==> src/rtl/axi_config_arb_pkg.sv <==
// Shared types and elaboration helpers for the register-bus arbiter.
//   arb_state_t : arbiter transaction state
//   idx_width() : bits needed to index n ports (never below 1)
//   cnt_width() : bits needed to hold a timeout count (never below 1)
package axi_config_arb_pkg;

    typedef enum logic [2:0] {
        IDLE  = 3'd0,
        WRITE = 3'd1,
        READ  = 3'd2,
        RWAIT = 3'd3,
        RESP  = 3'd4
    } arb_state_t;

    function automatic int unsigned idx_width(input int unsigned n);
        return (n > 1) ? $clog2(n) : 1;
    endfunction

    function automatic int unsigned cnt_width(input int unsigned timeout);
        return (timeout > 0) ? $clog2(timeout + 1) : 1;
    endfunction

endpackage

==> src/rtl/rr_arbiter.sv <==
// Combinational round-robin grant.
// Searches upward from last+1 (modulo NUM_PORTS) and grants the first
// requesting port.
//   req         in  NUM_PORTS : request vector
//   last        in  IDX_W     : index of the previously granted port
//   grant_c     out NUM_PORTS : one-hot grant, zero when nothing requests
//   grant_idx_c out IDX_W     : index of the granted port (0 when none)
module rr_arbiter
    import axi_config_arb_pkg::*;
#(
    parameter int unsigned NUM_PORTS = 2,
    localparam int unsigned IDX_W    = idx_width(NUM_PORTS)
) (
    input  logic [NUM_PORTS-1:0] req,
    input  logic [IDX_W-1:0]     last,
    output logic [NUM_PORTS-1:0] grant_c,
    output logic [IDX_W-1:0]     grant_idx_c
);

    // Rotating priority search; offset NUM_PORTS wraps back to last itself.
    always_comb begin
        int unsigned idx;
        logic        found;
        grant_c     = '0;
        grant_idx_c = '0;
        found       = 1'b0;
        idx         = 0;
        for (int unsigned i = 1; i <= NUM_PORTS; i++) begin
            idx = (32'(last) + i) % NUM_PORTS;
            if (!found && req[IDX_W'(idx)]) begin
                found                  = 1'b1;
                grant_c[IDX_W'(idx)]   = 1'b1;
                grant_idx_c            = IDX_W'(idx);
            end
        end
    end

endmodule

==> src/rtl/axi_config_arb.sv <==
// Round-robin arbiter sharing one register-bus target between NUM_PORTS
// requesters. One transaction in flight; reads are protected by a timeout.
//   clk, rst                 : clock, asynchronous active-high reset
//   req_valid/req_ready      : per-port request handshake (ready one-hot, IDLE only)
//   req_we/addr/wdata/wstrb  : packed per-port request fields
//   rsp_valid                : one-hot, one-cycle completion pulse
//   rsp_rdata/rsp_err        : shared response payload, valid with rsp_valid
//   rd/raddr/rdata/rvalid    : target read channel
//   wr/waddr/wdata/wstrb     : target write channel
module axi_config_arb
    import axi_config_arb_pkg::*;
#(
    parameter int unsigned NUM_PORTS  = 2,
    parameter int unsigned ADDR_WIDTH = 32,
    parameter int unsigned DATA_WIDTH = 32,
    parameter int unsigned STRB_WIDTH = DATA_WIDTH / 8,
    parameter int unsigned TIMEOUT    = 255
) (
    input  logic                            clk,
    input  logic                            rst,

    input  logic [NUM_PORTS-1:0]            req_valid,
    output logic [NUM_PORTS-1:0]            req_ready,
    input  logic [NUM_PORTS-1:0]            req_we,
    input  logic [NUM_PORTS*ADDR_WIDTH-1:0] req_addr,
    input  logic [NUM_PORTS*DATA_WIDTH-1:0] req_wdata,
    input  logic [NUM_PORTS*STRB_WIDTH-1:0] req_wstrb,

    output logic [NUM_PORTS-1:0]            rsp_valid,
    output logic [DATA_WIDTH-1:0]           rsp_rdata,
    output logic                            rsp_err,

    output logic                            rd,
    output logic [ADDR_WIDTH-1:0]           raddr,
    input  logic [DATA_WIDTH-1:0]           rdata,
    input  logic                            rvalid,
    output logic                            wr,
    output logic [ADDR_WIDTH-1:0]           waddr,
    output logic [DATA_WIDTH-1:0]           wdata,
    output logic [STRB_WIDTH-1:0]           wstrb
);

    localparam int unsigned IDX_W = idx_width(NUM_PORTS);
    localparam int unsigned CNT_W = cnt_width(TIMEOUT);

    arb_state_t             state, state_d;
    logic [IDX_W-1:0]       last, last_d;
    logic [CNT_W-1:0]       cnt, cnt_d, cnt_inc;
    logic                   timeout_hit;

    logic                   rd_d, wr_d;
    logic [ADDR_WIDTH-1:0]  raddr_d, waddr_d;
    logic [DATA_WIDTH-1:0]  wdata_d;
    logic [STRB_WIDTH-1:0]  wstrb_d;
    logic [NUM_PORTS-1:0]   rsp_valid_d;
    logic [DATA_WIDTH-1:0]  rsp_rdata_d;
    logic                   rsp_err_d;

    logic [NUM_PORTS-1:0]   grant;
    logic [IDX_W-1:0]       grant_idx;
    logic [NUM_PORTS-1:0]   resp_onehot;

    logic [ADDR_WIDTH-1:0]  port_addr  [NUM_PORTS];
    logic [DATA_WIDTH-1:0]  port_wdata [NUM_PORTS];
    logic [STRB_WIDTH-1:0]  port_wstrb [NUM_PORTS];
    logic                   sel_we;
    logic [ADDR_WIDTH-1:0]  sel_addr;
    logic [DATA_WIDTH-1:0]  sel_wdata;
    logic [STRB_WIDTH-1:0]  sel_wstrb;

    // Split the packed request buses into per-port fields.
    for (genvar gi = 0; gi < NUM_PORTS; gi++) begin : g_unpack
        assign port_addr[gi]  = req_addr[gi*ADDR_WIDTH +: ADDR_WIDTH];
        assign port_wdata[gi] = req_wdata[gi*DATA_WIDTH +: DATA_WIDTH];
        assign port_wstrb[gi] = req_wstrb[gi*STRB_WIDTH +: STRB_WIDTH];
    end

    rr_arbiter #(
        .NUM_PORTS (NUM_PORTS)
    ) u_rr_arbiter (
        .req         (req_valid),
        .last        (last),
        .grant_c     (grant),
        .grant_idx_c (grant_idx)
    );

    // Fields of the port that wins arbitration this cycle.
    always_comb begin
        sel_we    = req_we[grant_idx];
        sel_addr  = port_addr[grant_idx];
        sel_wdata = port_wdata[grant_idx];
        sel_wstrb = port_wstrb[grant_idx];
    end

    // Accept is a combinational handshake, only while idle.
    assign req_ready = (state == IDLE) ? grant : '0;

    // Completion is routed back to the port granted for this transaction.
    always_comb begin
        resp_onehot       = '0;
        resp_onehot[last] = 1'b1;
    end

    // cnt holds cycles already waited minus one, so the compare fires in
    // the TIMEOUT-th cycle after the rd strobe.
    assign cnt_inc     = cnt + CNT_W'(1);
    assign timeout_hit = (TIMEOUT != 0) && (cnt_inc == CNT_W'(TIMEOUT));

    // Next-state and next-output logic; every output is registered below.
    always_comb begin
        state_d     = state;
        last_d      = last;
        cnt_d       = cnt;
        rd_d        = 1'b0;
        wr_d        = 1'b0;
        raddr_d     = raddr;
        waddr_d     = waddr;
        wdata_d     = wdata;
        wstrb_d     = wstrb;
        rsp_valid_d = '0;
        rsp_rdata_d = rsp_rdata;
        rsp_err_d   = rsp_err;

        case (state)
            IDLE: begin
                if (|req_valid) begin
                    last_d = grant_idx;
                    if (sel_we) begin
                        state_d = WRITE;
                        wr_d    = 1'b1;
                        waddr_d = sel_addr;
                        wdata_d = sel_wdata;
                        wstrb_d = sel_wstrb;
                    end else begin
                        state_d = READ;
                        rd_d    = 1'b1;
                        raddr_d = sel_addr;
                    end
                end
            end

            WRITE: begin
                state_d     = RESP;
                rsp_valid_d = resp_onehot;
                rsp_rdata_d = '0;
                rsp_err_d   = 1'b0;
            end

            READ: begin
                cnt_d = '0;
                if (rvalid) begin
                    state_d     = RESP;
                    rsp_valid_d = resp_onehot;
                    rsp_rdata_d = rdata;
                    rsp_err_d   = 1'b0;
                end else begin
                    state_d = RWAIT;
                end
            end

            RWAIT: begin
                cnt_d = cnt_inc;
                // Data arriving on the timeout cycle still wins.
                if (rvalid) begin
                    state_d     = RESP;
                    rsp_valid_d = resp_onehot;
                    rsp_rdata_d = rdata;
                    rsp_err_d   = 1'b0;
                end else if (timeout_hit) begin
                    state_d     = RESP;
                    rsp_valid_d = resp_onehot;
                    rsp_rdata_d = '0;
                    rsp_err_d   = 1'b1;
                end
            end

            RESP: begin
                state_d = IDLE;
            end

            default: begin
                state_d = IDLE;
            end
        endcase
    end

    // State and output registers.
    always_ff @(posedge clk or posedge rst) begin
        if (rst) begin
            state     <= IDLE;
            last      <= IDX_W'(NUM_PORTS - 1);
            cnt       <= '0;
            rd        <= 1'b0;
            wr        <= 1'b0;
            raddr     <= '0;
            waddr     <= '0;
            wdata     <= '0;
            wstrb     <= '0;
            rsp_valid <= '0;
            rsp_rdata <= '0;
            rsp_err   <= 1'b0;
        end else begin
            state     <= state_d;
            last      <= last_d;
            cnt       <= cnt_d;
            rd        <= rd_d;
            wr        <= wr_d;
            raddr     <= raddr_d;
            waddr     <= waddr_d;
            wdata     <= wdata_d;
            wstrb     <= wstrb_d;
            rsp_valid <= rsp_valid_d;
            rsp_rdata <= rsp_rdata_d;
            rsp_err   <= rsp_err_d;
        end
    end

endmodule

==> config.mk <==
export PLATFORM = sky130hd
export DESIGN_NAME = axi_config_arb
export DESIGN_NICKNAME = d
export VERILOG_FILES = /design/src/rtl/axi_config_arb_pkg.sv /design/src/rtl/rr_arbiter.sv /design/src/rtl/axi_config_arb.sv
export SDC_FILE = /design/constraint.sdc
export NUM_CORES = 1
export LEC_CHECK = 0
export BUFFER_PORTS_ARGS = -buffer_cell sky130_fd_sc_hd__buf_2
export CAP_MARGIN = 20
export CORE_AREA = 2 2 103 155
export CTS_BUF_LIST = sky130_fd_sc_hd__clkbuf_4 sky130_fd_sc_hd__clkbuf_8
export DETAILED_ROUTE_END_ITERATION = 10
export DIE_AREA = 0 0 105 157
export PLACE_DENSITY = 0.76
export SETUP_SLACK_MARGIN = 0.4
export SLEW_MARGIN = 20
export SYNTH_ARGS = -nofsm -noshare
export SYNTH_HDL_FRONTEND = slang
export SYNTH_SLANG_ARGS = --single-unit
==> constraint.sdc <==
create_clock -name clk -period 10.78 [get_ports clk]
set_input_delay 1.078 -clock clk [delete_from_list [all_inputs] [get_ports clk]]
set_output_delay 1.078 -clock clk [all_outputs]
set_load 0.05 [all_outputs]
# After elaboration in Yosys (flattened, before gate mapping)

Cells that the tools add are included.

Add/sub/neg operators: 3
Magnitude comparators: 8
Equality and inequality tests: 7
Muxes and demuxes: 52
Bitwise operators: 3
Reductions and logical operators: 14

Operators with widths:

| kind                  | number |
|---|---|
| $mux W32              | 9 |
| $pmux W32 S3          | 1 |
| $mux W1               | 21 |
| $pmux W8 S2           | 1 |
| $mux W2               | 7 |
| $mux W3               | 4 |
| $mux W4               | 3 |
| $pmux W3 S4           | 1 |
| $reduce_and A3 Y1     | 3 |
| $add A8 B1 Y8 const B | 1 |
| $eq A8 B8 Y1 const B  | 1 |
| $lt A1 B2 Y1 const B  | 4 |
| $eq A3 B2 Y1 const B  | 2 |
| $pmux W2 S3           | 1 |
| $logic_and A1 B1 Y1   | 4 |
| $reduce_and A2 Y1     | 2 |
| $demux W1 S1          | 3 |
| $eq A3 B1 Y1 const B  | 1 |
| $ge A1 B1 Y1 const B  | 3 |
| $logic_not A3 Y1      | 1 |
| $ne A3 B3 Y1 const B  | 1 |
| $pmux W1 S3           | 1 |
| $reduce_bool A3 Y1    | 1 |
| $add A1 B1 Y1 const B | 2 |
| 9 further kinds       | 9 |

Register bits after elaboration: 149
Bits of input ports: 175
Output and inout bits: 139
Word-level logic and storage cells: 99

# Depth between registers and ports, before layout

Gate-level depths: netlist of run 1.

Depth in word-level cells: 12
Mapped depth: 7
Mapped depth without buffers: 7

# By module

From an unflattened synthesis of run 1, not the netlist that was laid out.

Cells, all modules: 511
Area total of the unflattened synthesis: 6631.4 µm²

Modules (own cells, without submodules):

| module         | times used | cells an instance | area an instance (µm²) |
|---|---|---|---|
| axi_config_arb | 1          | 507               | 6605.1 |
| rr_arbiter     | 1          | 4                 | 26.3 |

# Least setup slack after synthesis of run 1

No wires, ideal clock.

Path kind: input to output
Start: input req_valid[1]
End: output req_ready[1]
Data arrival time: 2.074 ns
Required time: 9.702 ns
Setup slack: 7.628 ns
Cell stages on the path: 4
Buffers on the path: 2
Cells stage by stage: a21boi_2 -> buf_6 -> buf_6 -> and2_1

Word-level cells in the longest chain between the ends: 7
Elaborated cells on any way between the ends: 11
Classes of those cells: mux (8); bitwise (1); reduce/logical (2)

Ends and longest elaborated chain:

| item                                        | line                 | source |
|---|---|---|
| start: declaration                          | axi_config_arb.sv:22 | `input logic [NUM_PORTS-1:0] req_valid,` |
| $mux W1 (not written as such) (2 in series) | rr_arbiter.sv:30     | `if (!found && req[IDX_W'(idx)]) begin` |
| $mux W1                                     | rr_arbiter.sv:30     |  |
| $logic_not A1 Y1                            | rr_arbiter.sv:30     |  |
| $logic_and A1 B1 Y1                         | rr_arbiter.sv:30     |  |
| $mux W2 *                                   | rr_arbiter.sv:30     |  |
| $mux W2 *                                   | axi_config_arb.sv:96 | `assign req_ready = (state == IDLE) ? grant : '0;` |
| end: declaration                            | axi_config_arb.sv:23 | `output logic [NUM_PORTS-1:0] req_ready,` |

Every way passes the cells marked *; elsewhere a longest branch is shown, timed or not. The select of a mux whose other input is x is not followed.

# Worst setup path in the final report of run 1

Start: input req_valid[0]
End: output req_ready[1]

The elaborated chain is that of the path after synthesis.

==> results of run 1 <==
-- cells in the final DEF, fill, tap and decap left out, drive strengths merged, types with 3 or more instances in the layout --
cell type	instances
mux2	169
inv	9
buf	316
clkbuf	21
nor2	6
nand2	7
a22o	33
nand2b	5
dfrtp	148
nand4	3
o21ai	6
bufinv	3
a31oi	4
clkinv	7
a21oi	4
-- power by group through the flow --
stage          registers [W]  logic (W)  clock network, W
6_report            0.000958    0.00169          0.000454
5_1_grt             0.000990    0.00176          0.000488
4_1_cts             0.000960    0.00170          0.000466
3_5_place_dp        0.000967    0.00170                 0
3_3_place_gp        0.000954    0.00167                 0
2_1_floorplan        0.00183   0.000424                 0
-- per-stage QoR --
stage               hold WS (ns)  util, %  worst slack [ns]  area, sq um  total power (W)
floorplan                  0.494        -              5.70         6580          0.00225
global placement           0.464     55.0              7.19         8260          0.00262
detailed placement         0.471     55.0              7.12         8260          0.00266
CTS                        0.488     57.9              7.12         8680          0.00312
global route               0.496     57.9              7.05         8690          0.00324
finish                     0.482     57.9              7.18         8690          0.00310
-- critical path, stage by stage --
cell and delay, ns:
buf_2 0.14, a21boi_4 0.16, buf_4 0.66, and2_1 0.22, buf_2 0.26
-- layer usage --
| layer | track usage, % | part of all wire, % | vias up |
|---|---|---|---|
| met1 | 20.4 | 37 | 2385 |
| met3 | 6.34 | 6.5 | 31 |
| li1 | - | - | 2245 |
| met5 | 0 | 0 | - |
| met4 | 9.65 | 2.7 | 0 |
| met2 | 34.7 | 54 | 193 |
-- how the worst min path moves through the flow --
stage	startpoint	endpoint	slack, ns	cells past startpoint
floorplan	last	rsp_valid[0]	0.49	1
finish	wdata[30]	wdata[30]	0.48	1
CTS	wdata[30]	wdata[30]	0.49	1
detailed placement	waddr[11]	waddr[11]	0.47	1
global placement	waddr[13]	waddr[13]	0.46	1
global route	wdata[26]	wdata[26]	0.50	1
-- cells by family after synthesis --
group                      Yosys count
DFF                                149
and+or+nand+nor                     34
muxes                              171
adders and majority gates            2
buffers and inverters               35
xor gates and xnor gates             2
AOI/OAI and AO/OA                   55
-- sequential cells by signal (all words and copies together), names as in the netlist --
register and cells:
rsp_rdata 32, rsp_err 1, cnt 8, last 1, state 3, waddr 32, wdata 32, rd 1
raddr 32, rsp_valid 2, wr 1, wstrb 4
-- cell type report --
cell class | instances | area, sq um
multi-input cells | 264 | 2660
flip-flops and latches | 149 | 3730
repair buffers | 316 | 1590
clock inverters | 11 | 149
inverters | 8 | 35.0
clock buffers | 21 | 277
fillers | 1284 | 6310
well taps | 199 | 249
==> metrics.csv, run 1 <==
metric,value,unit
"EDFF count, synth",0,
adder-cell share of the synthesized area,0.380,%
global-route wire length before repair,25.1,mm
Placer Congestion,0.835,
fin crit share,33.4,%
drt first pass iters,4,
die height,157,um
FP Rows,55,
die width,105,um
Post-Synth Simple-Gate Area,3.19,%
P_leak,4.35,nW
critical path capture point type,output port,
Yosys top cell area share,56.3,%
Slew headroom,37.1,%
worst-margin pin slew,0.943,ns
Post-Synth XOR/XNOR Area,0.380,%
post-route antenna net violation count,0,
Post-synth ARST share,100,%
type of origin of the critical path,input port,
Placed Cells,936,
Max IR drop VDD,0.240,mV
Setup crit start,req_valid[0],
Post-synth top cells,"148 x dfrtp_1, 99 x mux2_1, 70 x mux2_2",
Clock Root Buffer,clkbuf_8,
Synth area leader,dfrtp_1,
port bufs,313,
DRT Wirelength,16.1,mm
"Hold Violations, Final",0,
DRC viols,0,
total number of yosys warnings,0,
count of final setup violators,0,
final worst path period need,3.60,ns
insertion delay to the later sink of the worst-skew pair,0.44,ns
Final nets,933,
Syn Inst Count,448,
Pwr Density,357,nW/um^2
initial DRC count,162,
Post-Syn Nets,625,
Ports,314,
final clock skew,0.0113,ns
status,"finished, final reports clean",
crit path DAT,2.52,ns
Avg Inst Size Synth,14.7,sq um
Clk pwr share,14.7,%
Max Cap Violations,0,
mux contribution to synthesized area,29.2,%
Seq pwr share,30.9,%
Synth Flop Type,dfrtp_1,
via count,4854,
diode count,0,
Synth Register Bits,149,
Clock Tree Buf Depth,2,
largest net degree at the start of global routing,77,
setup TNS,0,ns
Area contributors post-synth,"dfrtp_1 56%, mux2_1 17%, mux2_2 12%",
share of cells above drive strength 1,56.4,%
routed len/inst,16.6,um
Logic pwr share,54.4,%
sw frac,51.4,%
hold_buf cts,0,
P_int,0.00151,W
R2R cell count,4,
vias in the first global route,5139,
Setup crit end,req_ready[1],
RSZ-0062 raised after global routing,no,
RR Endpoint,wdata[5],
max-slew violations,0,
most common cell in the synthesized netlist,dfrtp_1,
CTS tree,done,
Synth Area in Compound Gates,6.90,%
Yosys cell types,43,
largest family of logic cells by synthesized area,multiplexers,
vias per cell,5.01,
Num CTS Buffers,17,
post-detail-place hpwl,12.1,mm
Worst Path Required,9.70,ns
"reg-to-reg slack, setup",7.92,ns
TritonCTS Sinks,149,
Finished Layout Cells,968,
"Seq/Total Area, Yosys",56.7,%
initial antenna violation count,0,
Reg-to-Reg Start,state[0],
H-tree Lvls,4,
GR Util All Layers,19.4,%
global route overflow,0,
Net Sw Power,0.00159,W
post-CTS setup buffer count,0,
Initial Utilization,43.9,%
Fmax,278,MHz
cts repair resizes,0,
crit-path max FO,70,
Clock Pin Slew Worst Setup and Hold Paths,0.08,ns
Post-Synthesis Cell Area,6580,sq um
die area,16500,sq um
core area,15000,sq um
CP Class,input port to output port,
P&R area growth vs syn,32.0,%
HP Class,register to register,
Power figures use the tool's default switching activity.
==> run 2: changes to the inputs <==
- ABC_AREA: unset -> 1
- CORE_AREA: 2 2 103 155 -> 2 2 107 161
- DIE_AREA: 0 0 105 157 -> 0 0 109 163
- PLACE_DENSITY: 0.76 -> 0.77
- clock period: 10.78 -> 2.9 ns (I/O delays scaled with it)
==> run 2 against run 1 <==
Compared with the run above: sequential power grew to 3.7 times the previous value; sequential share of layout area decreased by 2.6 points; clock skew increased by 0.0024 ns; critical path type is now register to output port; critical path depth grew 2; utilization decreased by 1.7 points; clock power increased to 3.8 times the previous value; setup slack got worse by 6.6 ns; count of clock-buffer cells in the layout is 1 lower; synthesized area up 8.2%; highest routed layer unchanged; routed wire length increased by 21%; global-route usage grew 2.4 points.
==> metrics.csv, run 2 <==
metric,value,unit,change
"Buf+Inv Stages, Crit Path",4,,+1
Pwr Density,1280,nW/um^2,+260%
share of cells above drive strength 1,34.5,%,-22 points
slowest CP cell,dfstp_2,,
Avg Inst Size Synth,7.97,sq um,-46%
DRC viols,0,,unchanged
"EDFF count, synth",0,,unchanged
Max Cap Violations,0,,unchanged
"most common cell after layout, fill and taps aside",nand2_1,,
crit path cell chain,inv_1 -> nand2_1 -> nand2_4 -> inv_2 -> buf_12 -> nor2_1 -> buf_2,,
fin crit share,79.2,%,
Clock Root Buffer,clkbuf_8,,
RSZ-0062 raised after global routing,no,,
Seq pwr share,29.5,%,-1.4 points
status,"finished, final reports clean",,
Post-synth ARST share,100,%,unchanged
crit-path max cell delay,0.55,ns,-0.11 ns
setup TNS,0,ns,unchanged
global route overflow,0,,unchanged
Area contributors post-synth,"dfrtp_1 52%, nand2_1 17%, o21ai_0 5.8%",,
Fmax,436,MHz,
initial antenna violation count,0,,unchanged
total number of yosys warnings,0,,unchanged
Syn Inst Count,893,,+99%
H-tree Lvls,4,,unchanged
type of origin of the critical path,register,,
global-route wire length before repair,30.9,mm,+23%
Num CTS Buffers,17,,unchanged
Yosys cell types,26,,-40%
Worst Path Required,2.61,ns,-7.09 ns
"Hold Violations, Final",0,,unchanged
CTS tree,done,,
insertion delay to the later sink of the worst-skew pair,0.44,ns,about the same
die width,109,um,+3.8%
P&R area growth vs syn,30.0,%,
crit path DAT,2.01,ns,-0.51 ns
Synth Flop Type,dfrtp_1,,
Final Util,56.2,%,-1.7 points
post-route antenna net violation count,0,,unchanged
Placer Congestion,0.874,,+4.8%
TritonCTS Sinks,149,,unchanged
Yosys top cell area share,52.0,%,-4.2 points
Logic pwr share,55.9,%,+1.5 points
crit-path max FO,70,,unchanged
HP Class,input port to register,,
Ports,314,,unchanged
sw frac,54.5,%,+3.1 points
Slew headroom,63.0,%,+26 points
worst-margin pin slew,0.554,ns,-0.389 ns
Post-Synthesis Cell Area,7120,sq um,+8.2%
Clock Tree Buf Depth,2,,unchanged
"delay-heaviest family, CP",buffers and inverters,,
"Seq/Total Area, Yosys",52.4,%,-4.3 points
core area,16500,sq um,+9.8%
initial DRC count,537,,+230%
max-slew violations,0,,unchanged
diode count,0,,unchanged
port bufs,313,,unchanged
Synth Register Bits,149,,unchanged
Clock Pin Slew Worst Setup and Hold Paths,0.09,ns,about the same
count of final setup violators,0,,unchanged
Max IR drop VDD,0.764,mV,+220%
Net Sw Power,0.00647,W,+310%
GR Util All Layers,21.8,%,+2.4 points
Post-synth top cells,"321 x nand2_1, 148 x dfrtp_1, 83 x o21ai_0",,
post-detail-place hpwl,14.1,mm,+16%
most frequent cells in the layout,"321 x nand2_1, 313 x buf_2, 148 x dfrtp_1",,
die height,163,um,+3.8%
routed len/inst,13.8,um,-17%
largest net degree at the start of global routing,97,,+26%
Synth area leader,dfrtp_1,,
critical path capture point type,output port,,
DRT Wirelength,19.4,mm,+21%
P_leak,5.11,nW,+17%
CP Class,register to output port,,
Final nets,1366,,+46%
vias in the first global route,6381,,+24%
P_int,0.00540,W,+260%
drt first pass iters,5,,+1
FP Rows,58,,+5.5%
Initial Utilization,43.2,%,-0.66 points
FILL cells,1559,,+21%
final worst path period need,2.30,ns,
vias per cell,4.83,,-3.8%
Post-Syn Nets,1070,,+71%
most common cell in the synthesized netlist,nand2_1,,
final clock skew,0.0137,ns,+0.00242 ns
via count,6813,,+40%
Clk pwr share,14.6,%,about the same
die area,17800,sq um,+7.8%
[run 2: cell types whose count changed after synthesis, sizes merged, moves of 37 or more]
cell and delta:
nand2 +319, mux2 -169, o21ai +105, inv +77, nor2 +42, nand3 +37
[run 2: layer usage]
metal	part of all wire [%]	global-route usage, %
met1	41	27.1
met2	51	37.7
met3	6.2	4.12
met4	2.3	6.88
met5	0	0
[run 2: final cells by class]
| type | instances | area (sq um) | area share (%) |
|---|---|---|---|
| clock buffer | 20 | 263 | 2.84 |
| clock inverter | 12 | 168 | 1.81 |
| inverter | 85 | 323 | 3.49 |
| multi-input combinational | 609 | 2810 | 30.4 |
| sequential | 149 | 3730 | 40.3 |
| tap | 210 | 263 | 2.84 |
| timing repair buffer | 327 | 1700 | 18.4 |
[run 2: timing repair]
item / in CTS / in global routing
setup endpoints to repair: 1 / 15
hold buffers: 1 / 0
resized for setup: 3 / 1
hold endpoints to repair: 14 / 0
pin swaps: 0 / 0
buffers inserted: 0 / 0
[run 2: power by group through the flow]
stage / Sequential [W] / Clock (W) / Combinational, W
final: 0.00350 / 0.00173 / 0.00663
after global routing: 0.00361 / 0.00186 / 0.00707
after CTS: 0.00350 / 0.00178 / 0.00667
after detailed placement: 0.00352 / 0 / 0.00665
after global placement: 0.00350 / 0 / 0.00655
after floorplan: 0.00661 / 0 / 0.00196
[run 2: per-stage QoR]
step                      std cells  setup WS [ns]  instance area [sq um]  hold slack [ns]  total power (W)
after floorplan                 893          0.736                   7120            0.463          0.00857
after global placement         1379          0.717                   8800            0.299           0.0101
after detailed placement       1379          0.609                   8800            0.297           0.0102
after CTS                      1412          0.440                   9250            0.148           0.0119
after global routing           1412          0.458                   9250            0.173           0.0125
final                          1412          0.604                   9250            0.175           0.0119
[run 2: logic make-up (layout without fill, tap and decap cells)]
group	count (synthesis)	after routing	share of synthesized area [%]
buf+inv	135	444	8.42
xor+xnor	1	1	0.123
compound gates	153	153	12.1
fa+ha+maj	2	2	0.351
simple gates	453	453	26.6
flops	149	149	52.4
[run 2: worst paths after layout]
| check | start | to | slack [ns] | cells past startpoint |
|---|---|---|---|---|
| min in group asynchronous | rst | rsp_rdata[5] | 0.39 | 3 |
| worst min-delay path | rdata[21] | rsp_rdata[21] | 0.17 | 5 |
| worst max register to register | last | wdata[21] | 0.67 | 11 |
| max in group asynchronous | rst | wstrb[3] | 1.68 | 4 |
| worst min register to register | rsp_rdata[27] | rsp_rdata[27] | 0.47 | 2 |
| worst max-delay path | last | req_ready[1] | 0.60 | 7 |
[run 2: tightest hold or removal path, delay by kind of cell]
family / cells / cell delay [ns]
and+or+nand+nor: 3 / 0.15
buffers and inverters: 2 / 0.13
